$ cat src/rtl/fpu_result_writer.sv
// Result write-back stage: adder/multiplier results are captured into a small FIFO with a registered one-cycle acknowledge.
// Defining OUT_PARITY_EN adds an even-parity bit per entry, presented on out_par.
module fpu_result_writer #(
    parameter int DATA_W = 32,
    parameter int DEPTH  = 4
) (
    input  logic                    CLK,
    input  logic                    RSTn,
    input  logic                    S_req,
    input  logic                    Select,
    output logic                    S_ack,
    input  logic [DATA_W-1:0]       M1_result,
    input  logic [DATA_W-1:0]       M2_result,
    output logic                    out_valid,
    input  logic                    out_ready,
    output logic [DATA_W-1:0]       out_data,
    output logic                    out_src,
`ifdef OUT_PARITY_EN
    output logic                    out_par,
`endif
    output logic [$clog2(DEPTH):0]  fifo_count
);

    localparam int PTR_W = $clog2(DEPTH);
    localparam int CNT_W = PTR_W + 1;
`ifdef OUT_PARITY_EN
    localparam int ENTRY_W = DATA_W + 2;
`else
    localparam int ENTRY_W = DATA_W + 1;
`endif
    localparam logic [CNT_W-1:0] FULL_COUNT = CNT_W'(DEPTH);

    typedef enum logic [1:0] {
        WB_IDLE,
        WB_ACK,
        WB_DROP
    } wb_state_e;

    wb_state_e          state_q, state_d;
    logic [PTR_W-1:0]   wr_ptr_q, wr_ptr_d;
    logic [PTR_W-1:0]   rd_ptr_q, rd_ptr_d;
    logic [CNT_W-1:0]   count_q, count_d;
    logic [ENTRY_W-1:0] mem_q [DEPTH];
    logic [ENTRY_W-1:0] push_entry;
    logic [DATA_W-1:0]  push_data;
    logic               push;
    logic               pop;

    // Full check uses the registered count, so a same-cycle pop never unblocks a push.
    always_comb begin
        state_d = state_q;
        push    = 1'b0;
        S_ack   = 1'b0;
        case (state_q)
            WB_IDLE: begin
                if (S_req && (count_q != FULL_COUNT)) begin
                    push    = 1'b1;
                    state_d = WB_ACK;
                end
            end
            WB_ACK: begin
                S_ack   = 1'b1;
                state_d = WB_DROP;
            end
            WB_DROP: begin
                if (!S_req) begin
                    state_d = WB_IDLE;
                end
            end
            default: state_d = WB_IDLE;
        endcase
    end

    assign push_data = Select ? M2_result : M1_result;
`ifdef OUT_PARITY_EN
    assign push_entry = {^{Select, push_data}, Select, push_data};
    assign out_par    = mem_q[rd_ptr_q][DATA_W+1];
`else
    assign push_entry = {Select, push_data};
`endif

    assign out_valid  = (count_q != '0);
    assign out_data   = mem_q[rd_ptr_q][DATA_W-1:0];
    assign out_src    = mem_q[rd_ptr_q][DATA_W];
    assign fifo_count = count_q;
    assign pop        = out_valid && out_ready;

    // Pointers are exactly PTR_W bits wide, so they wrap modulo DEPTH on their own.
    always_comb begin
        wr_ptr_d = wr_ptr_q;
        rd_ptr_d = rd_ptr_q;
        count_d  = count_q;
        if (push) begin
            wr_ptr_d = wr_ptr_q + PTR_W'(1);
        end
        if (pop) begin
            rd_ptr_d = rd_ptr_q + PTR_W'(1);
        end
        if (push && !pop) begin
            count_d = count_q + CNT_W'(1);
        end else if (pop && !push) begin
            count_d = count_q - CNT_W'(1);
        end
    end

    always_ff @(posedge CLK) begin
        if (!RSTn) begin
            state_q  <= WB_IDLE;
            wr_ptr_q <= '0;
            rd_ptr_q <= '0;
            count_q  <= '0;
        end else begin
            state_q  <= state_d;
            wr_ptr_q <= wr_ptr_d;
            rd_ptr_q <= rd_ptr_d;
            count_q  <= count_d;
        end
    end

    // Storage is deliberately left unreset; stale data is masked by out_valid.
    always_ff @(posedge CLK) begin
        if (push) begin
            mem_q[wr_ptr_q] <= push_entry;
        end
    end

endmodule

$ cat config.mk
export PLATFORM = sky130hd
export DESIGN_NAME = fpu_result_writer
export DESIGN_NICKNAME = d
export VERILOG_FILES = /design/src/rtl/fpu_result_writer.sv
export SDC_FILE = /design/constraint.sdc
export NUM_CORES = 1
export LEC_CHECK = 0
export CORE_AREA = 2 2 104 106
export CTS_CLUSTER_DIAMETER = 150
export DETAILED_ROUTE_END_ITERATION = 8
export DIE_AREA = 0 0 106 108
export PLACE_DENSITY = 0.9
export SYNTH_ARGS = -nofsm -noshare
export SYNTH_HDL_FRONTEND = slang
export SYNTH_SLANG_ARGS = --single-unit
$ cat constraint.sdc
create_clock -name CLK -period 5.8 [get_ports CLK]
set_input_delay 1.16 -clock CLK [delete_from_list [all_inputs] [get_ports CLK]]
set_output_delay 1.16 -clock CLK [all_outputs]
set_load 0.01 [all_outputs]
======== Yosys cells after proc, flatten, opt, wreduce, memory -nomap -nowiden ========
Memories as Yosys holds them, arrays and structs flattened. A register that Yosys moved wholly into a read port is not among the register bits.
Cells that the tools add are included.
storage, ports and cells
  bits in writable memories ............... 132
  memories kept ........................... 1
  register bits after elaboration ......... 9
  logic and storage cells ................. 37
  input port bits ......................... 69
memory list
  name   depth  width  rd ports  clocked after memory_dff  write ports  line  source
  mem_q  4      33     1         1                         1            43    logic [ENTRY_W-1:0] mem_q [DEPTH];
operators by class
  reduce and logical (&&, ||, !) cells .... 10
  add/sub/neg operators ................... 4
  eq/ne operators ......................... 5
  multiplexer cells ....................... 13
operators by type and width
  cell                 number
  $mux 32              1
  $mux 2               4
  $mux 3               2
  $pmux 2 s3           1
  $mux 1               5
  $add 2x1->2 const B  2
  $logic_and 1x1->1    4
  $ne 2x2->1 const B   2
  $add 3x1->3 const B  1
  $ne 3x3->1 const B   1
  $reduce_bool 3->1    1
  $sub 3x1->3 const B  1
  $eq 2x1->1 const B   1
  $eq 2x2->1 const B   1
  $logic_not 1->1      2
  $logic_not 2->1      1
  $reduce_and 2->1     1
  $reduce_bool 2->1    1

======== Longest topological paths before layout ========
  depth after elaboration ................. 8
  mapped depth ............................ 8

======== Worst setup path after synthesis ========
Ideal clock, no wire load.
  path type ............................... input-to-reg
  start point ............................. input port S_req
  end point ............................... register count_q[2], in the netlist fifo_count[2]
  slack ................................... 2.806 ns
  path buffers ............................ 0
  arrival ................................. 2.918 ns
  cell stages on the path ................. 8
  data required time ...................... 5.724 ns
  cell sequence ........................... inv_1 > a2111oi_4 > ha_1 > inv_1 > fa_1 > xor2_1 > or3_1 > a21boi_0
on the way
  word-level cells in the longest chain between the ends .. 6
RTL lines
  item                         line  source
  start: declaration           9     input logic S_req,
  $logic_and 1x1->1 *          56    if (S_req && (count_q != FULL_COUNT)) begin
  $mux 1 *                     56
  $mux 1 *                     54    case (state_q)
  via push                     46    logic push;
  $logic_not 1->1              101   end else if (pop && !push) begin
  $logic_and 1x1->1            101
  $reduce_bool 2->1 (no line)  n/a
  end signal: assignment       116   count_q <= count_d;
  end: declaration             42    logic [CNT_W-1:0] count_q, count_d;
The timed path passes the listed nets; every way through them passes the cells marked *.
A chain may end at the register's enable or synchronous reset.

==> impl_metrics.ini <==
[synthesis]
async_reset_ff_share_pct = 0
yosysMostFrequentCell = edfxtp_1
yosys_register_bits = 143
yosysTopAreaCell = edfxtp_1
syn_nets = 338
synth_cell_types = 29
yosysWarningCount = 0
synth_common_cells = edfxtp_1, mux4_2, mux2_2, dfxtp_1
synthTopCellsByArea = edfxtp_1, mux4_2, mux2_2, dfxtp_1, ha_1
synth_area_um2 = 5700
synth_edf_count = 132
syn_inst = 263
synth_flop_cell = edfxtp_1
ys_seq_area_share_pct = 73.5
synth.top_cell.area_share_pct = 69.6
synth.avg_cell_area_um2 = 21.7

[cells_and_area]
nNetsFinal = 451
final_core_util_pct = 72.6
antenna_cells = 0
drive_above_1_share_pct = 27.0
num-fill-cells = 620
syn2layout_area_growth_pct = 30.4
design_area_um2 = 7430

[floorplan]
core-area_um2 = 10200
row_count = 37
io_pins = 107
start_util_pct = 55.7
die_area_um2 = 11400
die_h_um = 108
die_w_um = 106

[sta]
final_hold_viol_count = 0
finalClockSkew_ns = 0.0107
drv_slew = 0
worst_pin_slew_ns = 0.899
rsz0062_at_grt = false
setup-tns-final_ns = 0
finalCritPeriodShare_pct = 66.3
fmax_ghz = 0.260
slew_headroom_pct = 40.0
setup_viol = 0
period_needed_ns = 3.84

[global_route]
grt.total_usage_pct = 18.5
busiest_layer = met2
grt_overflow = 0
grt_max_degree = 37
antenna_found_initial = 0
grt_first_pass_wirelength_um = 15200
met2_usage_pct = 32.4
grt_util_met1_pct = 22.2
grtUsageMet3_pct = 4.76
grt_pass1_vias = 3007

[setup_path]
end_kind = output port
crit_fanout = 20
path_cells = buf_4 > mux4_2 > clkdlybuf4s50_1
critical_path_class = reg -> out
cp_slowest_cell = dfxtp_2
regToRegSetupSlack_ns = 3.26
start_kind = register
worstPathRequired_ns = 4.64
crit_path_max_incr_delay_ns = 0.64
timing.rr.end = fifo_count[2]
reg2reg_depth = 8
arrival_ns = 2.68
reg2reg_from = fifo_count[0]

[hold_path]
hold_end = wr_ptr_q[1]
worstHoldPathCells = 2
hp-class = reg -> reg
hp-start = wr_ptr_q[1]

[cts]
post_cts.repair.setup_buffers = 0
cts_resized = 0
numClockSinks = 143
clk_pin_slew_ns = 0.06
worstSkewPairLatency_ns = 0.50
htree_levels = 4
cts_buffer_depth = 2
cts_hold_buffers = 0
numCtsBuffers = 17
cts_root_buffer = clkbuf_8
cts_tree = yes

[detailed_routing]
vias = 2816
drt-total-wl_um = 9840
drt-initial-drc-count = 126
remaining_drc_errors = 0
antenna_left = 0
routed_via_density = 5.36
avgRoutedWirePerCell_um = 18.7
first_pass_iters = 4

[power]
p_per_area_nw_per_um2 = 421
p_total_uw = 3130
power_leakage_uw = 0.00243
power.share.sequential_pct = 42.9
clkPwrFrac_pct = 32.0
p_switching_uw = 779
vdd_drop_max_mv = 0.251
p_int_uw = 2350
sw_frac_of_total_pct = 24.9
p_comb_share_pct = 25.1

[placement]
port_buffers = 106
gp_congestion = 0.693
place_area_um2 = 6870
hpwl_um = 5820

[outcome]
status = completed

[run]
maxCapViolCount = 0
-- cells in the final DEF, fill, tap and decap left out, drive strengths merged --
master	n
o311ai	1
bufinv	2
clkbuf	18
nand2	4
o21a	1
dfxtp	11
or3	2
mux4	33
clkinv	7
a21boi	1
and2	9
xor2	1
buf	2
mux2	32
nor2b	2
edfxtp	132
mux2i	3
a2111oi	1
inv	5
xnor2	3
o31ai	1
fa	1
o21ai	1
clkinvlp	4
clkdlybuf4s50	105
nor2	1
ha	5
nor3b	1
-- worst max-delay path: cells and delay by family (launching register included) --
kind                   cells  cell delay [ns]
buffers and inverters      2             0.96
flip-flops                 1             0.64
multiplexers               1             0.56
-- registers in the layout, summed over array words and instances (netlist names), named ones only --
signal and cells:
wr_ptr_q 2, state_q 2, mem_q 132, fifo_count 3, rd_ptr_q 2
-- cell families after synthesis --
logic type,Yosys count,share of synthesized area (%)
flip-flops,143,73.5
adder cells (fa/ha/maj),6,1.45
AO/OA/AOI/OAI,6,1.12
buffers and inverters,17,1.38
XOR/XNOR,4,0.615
multiplexers,68,19.9
AND/OR/NAND/NOR,19,2.07
-- power by group through the flow --
stage / registers, uW / logic [uW] / clock network [uW]
finish: 1340 / 784 / 1000
global route: 1360 / 837 / 1070
CTS: 1350 / 799 / 1020
detailed placement: 1360 / 793 / 0
global placement: 1350 / 774 / 0
floorplan: 1310 / 477 / 0
-- layout make-up --
type,instances,area [um^2],share of cell area [%]
Clock buffer,18,418,5.62
Clock inverter,14,144,1.94
Inverter,4,15.0,0.202
Multi-Input combinational cell,103,1430,19.3
Sequential cell,143,4190,56.3
Tap cell,136,170,2.29
Timing Repair Buffer,107,1060,14.3
-- per-layer routing --
metal,part of all wire [%],vias to the layer above,routed length [um]
met5,0,-,0
met4,0.29,0,29
met3,6.3,2,617
met2,54,101,5290
met1,40,1409,3910
li1,-,1304,-
-- worst max-delay path by stage --
| stage | endpoint | slack, ns | cells past startpoint |
|---|---|---|---|
| detailed placement | fifo_count[2] | 2.15 | 9 |
| global route | out_data[9] | 1.74 | 3 |
| global placement | fifo_count[2] | 2.28 | 9 |
| CTS | out_data[17] | 1.85 | 3 |
| floorplan | fifo_count[2] | 2.81 | 8 |
| finish | out_data[1] | 1.96 | 3 |
-- stage by stage --
stage / hold slack [ns] / std cells / setup slack [ns]
3_5_place_dp: 0.500 / 493 / 2.15
6_report: 0.504 / 525 / 1.96
4_1_cts: 0.508 / 525 / 1.85
3_3_place_gp: 0.479 / 493 / 2.28
2_1_floorplan: 0.468 / 263 / 2.81
5_1_grt: 0.529 / 525 / 1.74
Power figures use the tool's default switching activity.
